[src/rtl/plane_controller.sv]
// PWM plane driver: OUT_NUM duty-controlled channels loaded over an HD44780-style byte bus.
// Define PWM_ACTIVE_LOW_EN to invert every pwmOut bit (outputs then idle high).
module plane_controller #(
    parameter int OUT_NUM = 8,
    parameter int D_WIDTH = 8,
    parameter int C_WIDTH = 5
) (
    input  logic               clk,
    input  logic               reset,
    input  logic [D_WIDTH-1:0] dataIn,
    input  logic               dataEn,
    input  logic               rs,
    output logic [OUT_NUM-1:0] pwmOut
);

    localparam int P_WIDTH = (OUT_NUM > 1) ? $clog2(OUT_NUM) : 1;
    localparam logic [C_WIDTH-1:0] CNT_MAX = '1;
    localparam logic [7:0] OUT_NUM_B = 8'(OUT_NUM);
    localparam logic [P_WIDTH-1:0] PTR_LAST = P_WIDTH'(OUT_NUM - 1);

    logic               dataEnQ;
    logic               writeEn;
    logic               cmdWrite;
    logic               dataWrite;
    logic [7:0]         cmdByte;
    logic [P_WIDTH-1:0] pointerReg, pointerNext;
    logic               dirReg, dirNext;
    logic               enableReg, enableNext;
    logic               clearAll;
    logic [C_WIDTH-1:0] counterReg;
    logic               periodEnd;
    logic [C_WIDTH-1:0] shadowReg [OUT_NUM];
    logic [C_WIDTH-1:0] activeReg [OUT_NUM];
    logic [OUT_NUM-1:0] pwmReg, pwmNext;

    // A write is the first cycle of a dataEn high pulse, however long it stays high.
    assign writeEn   = dataEn & ~dataEnQ;
    assign cmdWrite  = writeEn & rs;
    assign dataWrite = writeEn & ~rs;
    assign cmdByte   = dataIn[7:0];
    assign periodEnd = (counterReg == CNT_MAX);

    always_comb begin
        pointerNext = pointerReg;
        dirNext     = dirReg;
        enableNext  = enableReg;
        clearAll    = 1'b0;
        if (cmdWrite) begin
            // Highest set bit selects the command; lower bits are its arguments.
            if (cmdByte[7]) begin
                if ({1'b0, cmdByte[6:0]} < OUT_NUM_B)
                    pointerNext = cmdByte[P_WIDTH-1:0];
            end else if (|cmdByte[6:4]) begin
                pointerNext = pointerReg;
            end else if (cmdByte[3]) begin
                enableNext = cmdByte[2];
            end else if (cmdByte[2]) begin
                dirNext = cmdByte[1];
            end else if (cmdByte[1]) begin
                pointerNext = '0;
            end else if (cmdByte[0]) begin
                clearAll    = 1'b1;
                pointerNext = '0;
                dirNext     = 1'b1;
            end
        end else if (dataWrite) begin
            if (dirReg)
                pointerNext = (pointerReg == PTR_LAST) ? '0 : pointerReg + P_WIDTH'(1);
            else
                pointerNext = (pointerReg == '0) ? PTR_LAST : pointerReg - P_WIDTH'(1);
        end
    end

    genvar gi;
    generate
        for (gi = 0; gi < OUT_NUM; gi++) begin : g_cmp
            assign pwmNext[gi] = enableReg & (counterReg < activeReg[gi]);
        end
    endgenerate

    always_ff @(posedge clk) begin
        if (reset) begin
            dataEnQ    <= 1'b0;
            pointerReg <= '0;
            dirReg     <= 1'b1;
            enableReg  <= 1'b0;
            counterReg <= '0;
            pwmReg     <= '0;
            for (int i = 0; i < OUT_NUM; i++) begin
                shadowReg[i] <= '0;
                activeReg[i] <= '0;
            end
        end else begin
            dataEnQ    <= dataEn;
            pointerReg <= pointerNext;
            dirReg     <= dirNext;
            enableReg  <= enableNext;
            counterReg <= counterReg + C_WIDTH'(1);
            pwmReg     <= pwmNext;
            for (int i = 0; i < OUT_NUM; i++) begin
                if (clearAll)
                    shadowReg[i] <= '0;
                else if (dataWrite && (pointerReg == P_WIDTH'(i)))
                    shadowReg[i] <= dataIn[C_WIDTH-1:0];
                // Reads the pre-write shadow, so a coincident write lands one period later.
                if (periodEnd)
                    activeReg[i] <= shadowReg[i];
            end
        end
    end

`ifdef PWM_ACTIVE_LOW_EN
    assign pwmOut = ~pwmReg;
`else
    assign pwmOut = pwmReg;
`endif

endmodule

[config.mk]
export PLATFORM = sky130hd
export DESIGN_NAME = plane_controller
export DESIGN_NICKNAME = d
export VERILOG_FILES = /design/src/rtl/plane_controller.sv
export SDC_FILE = /design/constraint.sdc
export NUM_CORES = 1
export LEC_CHECK = 0
export BUFFER_PORTS_ARGS = -buffer_cell sky130_fd_sc_hd__buf_4
export CAP_MARGIN = 10
export CORE_AREA = 2 2 134 136
export CTS_CLUSTER_DIAMETER = 100
export DETAILED_ROUTE_END_ITERATION = 6
export DIE_AREA = 0 0 136 138
export GPL_ROUTABILITY_DRIVEN = 0
export SYNTH_ARGS = -nofsm -noshare
export SYNTH_HDL_FRONTEND = slang
export SYNTH_SLANG_ARGS = --single-unit
[constraint.sdc]
create_clock -name clk -period 1.8 [get_ports clk]
set_input_delay 0.09 -clock clk [delete_from_list [all_inputs] [get_ports clk]]
set_output_delay 0.09 -clock clk [all_outputs]
set_load 0.005 [all_outputs]
Yosys cells after proc, flatten, opt, wreduce, memory -nomap -nowiden:

Memory sizes are Yosys's and may differ from the RTL's.
Cells that the tools add are included.
Widths: inputs -> output; s select.

* ROM bits: 0
* output and inout bits: 8
* input bits: 12
* register bits: 19
* memories: 2
* memory bits (writable): 80
* word-level logic and storage cells: 175
* latch bits: 0

Memories
* activeReg: depth 8, width 5, rd ports 8, clocked after Yosys merged registers in 0, wr ports 8, RTL line 33 `logic [C_WIDTH-1:0] activeReg [OUT_NUM];`
* shadowReg: depth 8, width 5, rd ports 8, clocked after Yosys merged registers in 0, wr ports 8, RTL line 32 `logic [C_WIDTH-1:0] shadowReg [OUT_NUM];`

* muxes and demuxes: 86
* multiply operators: 0
* shift-type cells: 0
* add/sub/neg operators: 3
* bitwise operators: 40
* $lt $le $gt $ge: 9
* div/mod/pow operators: 0
* reduce and logical (&&, ||, !) cells: 15
* equality and inequality tests: 14

Operators by type and width (number)
* $mux 5: 24
* $mux 1: 50
* $lt 5x5->1: 8
* $mux 3: 12
* $or 1x1->1: 24
* $eq 3x3->1 const B: 4
* $reduce_and 6->1: 2
* $and 1x1->1: 11
* $ne 3x3->1 const B: 3
* $logic_and 1x1->1: 8
* $lt 7x4->1 const B: 1
* $eq 3x2->1 const B: 2
* $add 5x1->5 const B: 1
* $eq 5x5->1 const B: 1
* $not 1->1: 5
* $ne 4x4->1 const B: 1
* $reduce_and 4->1: 1
* $reduce_bool 2->1: 2
* $add 3x1->3 const B: 1
* $eq 3x1->1 const B: 1
* $logic_not 3->1: 1
* $ne 3x2->1 const B: 1
* $reduce_or 3->1: 1
* $sub 3x1->3 const B: 1
* $ne 2x1->1 const B: 1

Logic depth before layout (Yosys ltp):

Gate-level depths: netlist of run 1.

* depth after elaboration: 12
* mapped depth: 6
* depth with buffers taken out: 6

Worst setup path after synthesis of run 1:

Ideal clock, no wire load.

* path kind: register to register
* start point: register counterReg[1]
* end point: memory activeReg[0][0], enable pin
* path slack: -0.124 ns
* stages on the path, launching flop included: 5
* data arrival time: 1.544 ns
* cells stage by stage: dfxtp_1 > ha_1 > and3_1 > ha_1 > or2_2

RTL lines
* from (decl): RTL line 30 `logic [C_WIDTH-1:0] counterReg;`
* from (signal assigned): RTL line 98 `counterReg <= counterReg + C_WIDTH'(1);`
* to (decl): RTL line 33

==> results.yml, run 1 <==
clock_network:
  cts_hold_buf: 0
  htreeDepth: 3
  clock-sinks: 99
  cts.path.max_buffers: 2
  path_clk_slew_ns: 0.07
  clkLatencyLatePin_ns: 0.34
  root_buffer: "clkbuf_16"
  cts_tree: "done"
  numCtsBuffers: 9
synth:
  ys_top_cells_by_area: "edfxtp_1 (51%), ha_1 (11%), dfxtp_1 (8.0%), and2_1 (5.8%), inv_1 (3.0%)"
  synthFlopType: "edfxtp_1"
  synth-seq-area-share_pct: 58.6
  syn-cell-area_um2: 4750
  synth_area_leader_cell: "edfxtp_1"
  ys_seq_elements: 99
  yosysTopAreaCellShare_pct: 50.6
  ys_types: 41
  yosys_warnings: 0
  synth_edf_count: 80
  syn_nets: 439
  syn_avg_cell_area_um2: 12.3
  synth_cells: 386
  async_flop_share_pct: 0
global_routing:
  antenna_found_initial: 0
  grt_pass1_wl_um: 13800
  grtUsageTotal_pct: 9.35
  grt_max_degree: 41
  grt_pass1_vias: 2693
  grt.overflow.total: 0
sta:
  drv_slew: 0
  worst_pin_slew_ns: 0.597
  clock.fmax_mhz: 592
  maxSlewHeadroom_pct: 60.0
  hold_slack_ns: 0.0198
  layout_min_cycle_time_ns: 1.69
  setup_viol: 0
  fin_crit_sh_pct: 93.8
  rsz0062_at_grt: "no"
  hold_viol: 0
  layout_setup_ws_ns: 0.112
  skew_ns: 0.00904
  finalSetupTns_ns: 0
worst_setup_path:
  arrival_ns: 1.67
  reg2reg_from: "counterReg[1]"
  regToRegSetupSlack_ns: 0.11
  crit_buf_inv: 0
  worstPathCellList: "ha_1 > and3_1 > ha_1 > or2_4"
  crit_slowest_cell: "or2_4"
  critical_path_required_ns: 1.78
  cpLargestDelayFamily: "simple AND/OR/NAND/NOR gates"
  cpMostUsedCell: "ha_1"
  slowest_delay_ns: 0.46
  crit_cells: 4
  crit_fanout: 40
  end_kind: "register"
  critical_path_class: "reg2reg"
  start_kind: "register"
  worstReg2RegEnd: "activeReg[1][19]"
  ff2ff_path_depth: 4
floorplanning:
  coreArea_um2: 17500
  rows: 49
  dieArea_um2: 18800
  die_w_um: 136
  fp.dieH_um: 138
  start_util_pct: 27.1
  ios: 20
place:
  port_buffers: 19
  dp_hpwl_um: 6030
  pre_cts_ws_ns: 0.105
routing:
  drcViolationCount: 0
  drtAntennaViolNets: 0
  dr.pass1.iters: 4
  drtIter0Drc: 113
  via_per_inst: 4.22
  wl_per_cell_um: 12.8
  drt_wl_total_um: 8280
  vias: 2737
min_path:
  hold_start: "dataEn"
  min_path_cells: 2
  hold_class: "in2reg"
  hold_end: "dataEnQ"
final_layout:
  multi_input_area_um2: 1780
  drive_above_1_share_pct: 14.8
  area.sequential_um2: 2780
  diodes: 0
  area_growth_pct: 16.9
  nets: 467
  fillers: 1762
power_and_ir_drop:
  ir_drop_uv: 408
  leakage_nw: 2.37
  power.density_nw_per_um2: 900
flow_run:
  max_cap_viol_count: 0
status:
  status: "completed"
-- routing by layer --
metal,routed length [um],global-route usage (%)
met1,3890,12.2
met2,4010,15.0
met3,189,1.47
met4,188,4.61
met5,0,0
-- cells in the mapped netlist, types with 2 or more instances --
master	count
a211o_1	8
a21oi_1	4
o21ai_0	2
nand2_1	16
nand3_1	6
ha_1	41
inv_1	38
nor3_1	2
xnor2_1	2
and2_1	44
and2_2	4
a31oi_1	8
and3_2	4
dfxtp_1	19
edfxtp_1	80
nor3b_1	6
clkbuf_1	13
nand2b_1	10
nor2b_1	15
a21o_1	16
and3_1	16
nor2_1	13
-- registers in the layout, indices dropped and copies added, names as in the netlist --
| name | cells |
|---|---|
| shadowReg | 40 |
| pwmOut | 8 |
| pointerReg | 3 |
| dataEnQ | 1 |
| activeReg | 40 |
| counterReg | 5 |
| dirReg | 1 |
| enableReg | 1 |
-- worst max-delay path by stage --
stage	from	endpoint
4_1_cts	counterReg[1]	activeReg[1][18]
3_5_place_dp	counterReg[1]	activeReg[1][17]
5_1_grt	counterReg[0]	activeReg[1][8]
2_1_floorplan	counterReg[1]	activeReg[0][0]
3_3_place_gp	counterReg[0]	activeReg[1][17]
6_report	counterReg[1]	activeReg[1][19]
-- cell usage in the layout (no fill, tap or decap), types with 2 or more instances in the layout --
cell         n
nor3b_1      6
clkinvlp_4   2
a31oi_1      8
o21ai_0      2
and3_1      16
nand3_1      6
a21o_1      16
and3_2       4
buf_4       30
edfxtp_1    80
dfxtp_1     19
nand2b_1    10
and2_1      44
nor2_1      13
clkbuf_16    9
ha_1        41
and2_2       4
nand2_1     16
inv_1       38
a21oi_1      4
bufinv_16    2
xnor2_1      2
nor2b_1     15
a211o_1      8
-- timing repair --
action                     CTS  global route
setup endpoints to repair    0            15
setup buffers                0             0
gates resized for setup      0             1
-- worst reg2reg max path: cells and delay by family, from the launching register on --
kind	cells	cell delay, ns
flops	1	0.34
simple gates	2	0.64
fa+ha+maj	2	0.34
-- kinds of logic (layout without fill, tap and decap cells) --
group                      after synthesis  after routing  share of synthesized area, %
AOI/OAI and AO/OA                       47             47                          7.74
xor gates and xnor gates                 3              3                         0.553
adders and majority gates               41             41                          10.8
buffers and inverters                   52             85                          4.13
DFF                                     99             99                          58.6
muxes                                    1              1                         0.211
and+or+nand+nor                        143            143                          18.0
-- area by class of cell --
type	instances	area share [%]
Clock buffer	10	4.12
Clock inverter	6	1.60
Inverter	38	2.57
Multi-Input combinational cell	235	32.0
Sequential cell	99	50.1
Tap cell	229	5.16
Timing Repair Buffer	31	4.42
-- per-stage QoR --
stage | power, mW | util [%] | instance area (um2) | instances
floorplan | 2.87 | - | 4750 | 386
global placement | 2.99 | 29.8 | 5230 | 632
detailed placement | 3.00 | 29.8 | 5230 | 632
CTS | 5.04 | 31.6 | 5550 | 648
global route | 5.16 | 31.7 | 5550 | 648
finish | 5.00 | 31.7 | 5550 | 648
-- power by group --
| group | switching (mW) | internal, mW |
|---|---|---|
| Combinational | 0.213 | 0.155 |
| Sequential | 0.0272 | 2.55 |
| Clock | 0.826 | 1.22 |
No activity file was read; power rests on OpenSTA's default activity.
==> inputs of run 2 (changes only) <==
--- a/config.mk
+++ b/config.mk
@@ -7,11 +7,14 @@
 export LEC_CHECK = 0
 export BUFFER_PORTS_ARGS = -buffer_cell sky130_fd_sc_hd__buf_4
 export CAP_MARGIN = 10
+export CELL_PAD_IN_SITES_DETAIL_PLACEMENT = 0
+export CELL_PAD_IN_SITES_GLOBAL_PLACEMENT = 1
 export CORE_AREA = 2 2 134 136
 export CTS_CLUSTER_DIAMETER = 100
 export DETAILED_ROUTE_END_ITERATION = 6
 export DIE_AREA = 0 0 136 138
 export GPL_ROUTABILITY_DRIVEN = 0
+export PLACE_DENSITY_LB_ADDON = 0.1
 export SYNTH_ARGS = -nofsm -noshare
 export SYNTH_HDL_FRONTEND = slang
 export SYNTH_SLANG_ARGS = --single-unit
==> run 2 against run 1 <==
Compared with the run above:
- via count up 4.2%
- global-route usage grew 2.7 points
- maximum frequency is 0.67% higher
- worst setup slack better by 0.011 ns
- total power is 0.66% higher
- die area stayed put
- wire length is 26% higher
- clock power about the same
- critical path depth is 2 higher
- sequential cell count did not move
- first-iteration DRC count increased by 17%
- clock skew is essentially flat
- critical path type unchanged
- critical endpoint is now activeReg[1][1]
==> results.yml, run 2 (synthesis gave the netlist of run 1 again) <==
status:
  status: "completed"
global_routing:
  grt_pass1_vias: 2860
  grt_pass1_wl_um: 16600
  grt_max_degree: 31
  grtUsageTotal_pct: 12.0
  antenna_found_initial: 0
  grt.overflow.total: 0
place:
  port_buffers: 19
  dp_hpwl_um: 7110
routing:
  dr.pass1.iters: 4
  via_per_inst: 4.31
  vias: 2853
  drtIter0Drc: 132
  drcViolationCount: 0
  drtAntennaViolNets: 0
  drt_wl_total_um: 10400
  wl_per_cell_um: 15.8
power_and_ir_drop:
  ir_drop_uv: 436
  comb_power_share_pct: 8.3
  power_frac_seq_pct: 51.3
  clkPwrFrac_pct: 40.4
  p_int_mw: 3.95
  leakage_nw: 2.45
  swShare_pct: 21.5
  p_switching_mw: 1.08
  power.density_nw_per_um2: 885
clock_network:
  post_cts_buffers: 0
  clkLatencyLatePin_ns: 0.34
  path_clk_slew_ns: 0.06
  cts_resized: 0
  numCtsBuffers: 9
  cts.path.max_buffers: 2
  root_buffer: "clkbuf_16"
  htreeDepth: 3
  cts_hold_buf: 0
  clock-sinks: 99
  cts_tree: "done"
sta:
  layout_min_cycle_time_ns: 1.68
  finalSetupTns_ns: 0
  skew_ns: 0.00867
  rsz0062_at_grt: "no"
  maxSlewHeadroom_pct: 81.5
  clock.fmax_mhz: 596
  hold_viol: 0
  worst_pin_slew_ns: 0.274
  setup_viol: 0
  hold_slack_ns: 0.0204
  drv_slew: 0
  fin_crit_sh_pct: 93.2
worst_setup_path:
  end_kind: "register"
  critical_path_required_ns: 1.89
  arrival_ns: 1.77
  crit_fanout: 30
  start_kind: "register"
  critical_path_class: "reg2reg"
min_path:
  hold_class: "in2reg"
final_layout:
  diodes: 0
  mostFrequentLayoutCells: "edfxtp_1 (80), and2_1 (44), ha_1 (41), buf_4 (41), inv_1 (38)"
  final_common_cell: "edfxtp_1"
  fillers: 1822
  nets: 481
  area_growth_pct: 19.6
  drive_above_1_share_pct: 17.1
flow_run:
  max_cap_viol_count: 0
floorplanning:
  coreArea_um2: 17500
  ios: 20
  start_util_pct: 27.1
  die_w_um: 136
  rows: 49
  dieArea_um2: 18800
  fp.dieH_um: 138
==> run 2: cell types whose count changed in the layout (fill, tap and decap cells not counted), sizes merged <==
| cell | previous run | this run |
|---|---|---|
| buf | 31 | 45 |
| clkbuf | 10 | 11 |
| clkinv | 1 | 2 |
| clkinvlp | 2 | 1 |
| inv | 39 | 38 |
==> run 2: final timing paths <==
kind                                     from  depth (start not counted)         endpoint  slack, ns
worst max-delay path            counterReg[0]                          6  activeReg[1][1]       0.12
worst min-delay path                   dataEn                          2          dataEnQ       0.02
worst max register to register  counterReg[0]                          6  activeReg[1][1]       0.12
worst min register to register      enableReg                          2        enableReg       0.50
==> run 2: stage by stage <==
step           instances  area, um2  utilization (%)  power (mW)  setup WS [ns]
6_report             662       5680             32.4        5.03          0.123
3_5_place_dp         646       5370             30.6        3.06          0.140
5_1_grt              662       5680             32.4        5.26         0.0424
4_1_cts              662       5680             32.4        5.12          0.125
3_3_place_gp         646       5370             30.6        3.05          0.153
2_1_floorplan        386       4750                -        2.87         0.0721
==> run 2: per-layer routing <==
layer | vias to the layer above | GRT usage [%] | share of wire [%]
li1 | 1439 | - | -
met1 | 1375 | 16.3 | 49
met2 | 27 | 18.9 | 47
met3 | 12 | 1.98 | 2.1
met4 | 0 | 5.15 | 2.0
met5 | - | 0 | 0
==> run 2: power by group through the flow <==
stage          Combinational, mW  Sequential, mW  Clock (mW)
6_report                   0.417            2.58        2.03
5_1_grt                    0.476            2.59        2.20
2_1_floorplan              0.239            2.63           0
3_5_place_dp               0.427            2.63           0
3_3_place_gp               0.421            2.63           0
4_1_cts                    0.429            2.58        2.11
==> run 2: layout make-up <==
class	count	area, um2	area share [%]
clock buffer	11	233	4.09
clock inverter	5	77.6	1.36
inverter	38	143	2.51
multi-input combinational	235	1770	31.2
sequential	99	2780	49.0
tap	229	287	5.04
timing repair buffer	45	388	6.82
==> run 2: critical path: stages (launching register included) <==
cell	delay, ns
dfxtp_1	0.31
ha_1	0.21
and3_1	0.20
ha_1	0.21
nor2b_1	0.16
buf_12	0.17
and2_1	0.16
==> inputs of run 3 (changes only) <==
--- a/config.mk
+++ b/config.mk
@@ -15,6 +15,7 @@
 export DIE_AREA = 0 0 136 138
 export GPL_ROUTABILITY_DRIVEN = 0
 export PLACE_DENSITY_LB_ADDON = 0.1
+export SETUP_SLACK_MARGIN = 0.2
 export SYNTH_ARGS = -nofsm -noshare
 export SYNTH_HDL_FRONTEND = slang
 export SYNTH_SLANG_ARGS = --single-unit
==> run 3 against run 2 <==
Compared with the run above:
- worst setup slack improved by 0.10 ns
- clock skew about the same
- critical endpoint is now activeReg[0][18]
- critical path depth stayed put
- core utilization rose by 0.62 points
- wire length decreased by 2.0%
- clock power increased by 2%
- non-clock buffer count grew 1
- cell count grew 0.15%
- maximum frequency increased by 6.4%
- largest cell class unchanged
- global-route usage decreased by 0.35 points
- sequential power barely moved
==> results.yml, run 3 (synthesis gave the netlist of run 1 again) <==
status:
  status: "completed"
sta:
  layout_setup_ws_ns: 0.224
  skew_ns: 0.00895
  setup_viol: 0
  clock.fmax_mhz: 634
  fin_crit_sh_pct: 87.6
  worst_pin_slew_ns: 0.300
  hold_slack_ns: 0.0867
  layout_min_cycle_time_ns: 1.58
  drv_slew: 0
  rsz0062_at_grt: "yes"
  maxSlewHeadroom_pct: 80.0
  hold_viol: 0
  finalSetupTns_ns: 0
place:
  port_buffers: 19
  dp_hpwl_um: 6970
  placed_cells: 643
  pre_cts_ws_ns: 0.186
floorplanning:
  coreArea_um2: 17500
  dieArea_um2: 18800
  rows: 49
  fp.dieH_um: 138
  die_w_um: 136
  ios: 20
  start_util_pct: 27.1
worst_setup_path:
  start_kind: "register"
  critical_path_required_ns: 1.90
  critical_path_class: "reg2reg"
  arrival_ns: 1.68
  end_kind: "register"
  crit_fanout: 7
clock_network:
  htreeDepth: 3
  cts.path.max_buffers: 2
  clock-sinks: 99
  cts_tree: "done"
  numCtsBuffers: 9
  root_buffer: "clkbuf_16"
  path_clk_slew_ns: 0.07
  clkLatencyLatePin_ns: 0.35
final_layout:
  nets: 482
  utilization_pct: 33.0
  area_growth_pct: 21.9
  stdcell_count: 663
  drive_above_1_share_pct: 19.4
  mostFrequentLayoutCells: "edfxtp_1 (80), and2_1 (42), buf_4 (39), inv_1 (38), ha_1 (37)"
  final_common_cell: "edfxtp_1"
  fillers: 1812
  diodes: 0
routing:
  drtIter0Drc: 136
  drt_wl_total_um: 10200
  dr.pass1.iters: 4
  via_per_inst: 4.16
  drtAntennaViolNets: 0
  wl_per_cell_um: 15.4
  vias: 2755
  drcViolationCount: 0
power_and_ir_drop:
  ir_drop_uv: 472
  power.density_nw_per_um2: 876
  leakage_nw: 2.47
global_routing:
  grtUsageTotal_pct: 11.7
  antenna_found_initial: 0
  grt_pass1_wl_um: 16200
  grt_pass1_vias: 2885
  grt_max_degree: 21
  grt.overflow.total: 0
min_path:
  hold_class: "in2reg"
flow_run:
  max_cap_viol_count: 0
## run 3: final timing paths
kind	start	to	slack, ns	cells after the start
min reg2reg	shadowReg[0][2]	activeReg[0][2]	0.52	1
min	dataIn[7]	pointerReg[0]	0.09	3
max	counterReg[1]	activeReg[0][18]	0.22	6
max reg2reg	counterReg[1]	activeReg[0][18]	0.22	6
## run 3: what timing repair did
item / 4_1_cts / 5_1_grt
endpoints found under the hold margin: 1 / 0
setup buffers: 0 / 1
endpoints found under the setup margin: 30 / 76
pin swaps: 0 / 1
cloned: 1 / 1
hold buffers: 1 / 0
gates resized for setup: 4 / 8
## run 3: power breakdown
group / switching [mW] / internal [mW]
Sequential: 0.0341 / 2.55
Clock: 0.858 / 1.22
Combinational: 0.229 / 0.180
Total: 1.12 / 3.96
## run 3: layout make-up
| cell class | instances | area (um2) | area share (%) |
|---|---|---|---|
| inverter | 38 | 143 | 2.46 |
| multi-input combinational | 235 | 1820 | 31.4 |
| timing repair buffer | 46 | 435 | 7.52 |
| clock buffer | 10 | 229 | 3.95 |
| tap | 229 | 287 | 4.95 |
| sequential | 99 | 2790 | 48.1 |
| clock inverter | 6 | 90.1 | 1.56 |
## run 3: stage by stage
stage               instance area [um2]  total power, mW
floorplan                          4760             2.87
global placement                   5360             3.04
detailed placement                 5360             3.04
CTS                                5720             5.15
global route                       5790             5.29
finish                             5790             5.08
## run 3: worst max-delay path: stages (launching register included)
cell,delay (ns)
dfxtp_4,0.35
ha_4,0.16
and3_4,0.18
ha_4,0.15
nor2b_4,0.16
clkbuf_16,0.18
and2_1,0.15
## run 3: layer usage
layer  track usage, %  vias to the layer above  part of all wire, %
li1                 -                     1445                    -
met1             15.5                     1254                   49
met2             18.1                       39                   46
met3             2.02                       17                  2.1
met4             5.98                        0                  2.7
met5                0                        -                    0
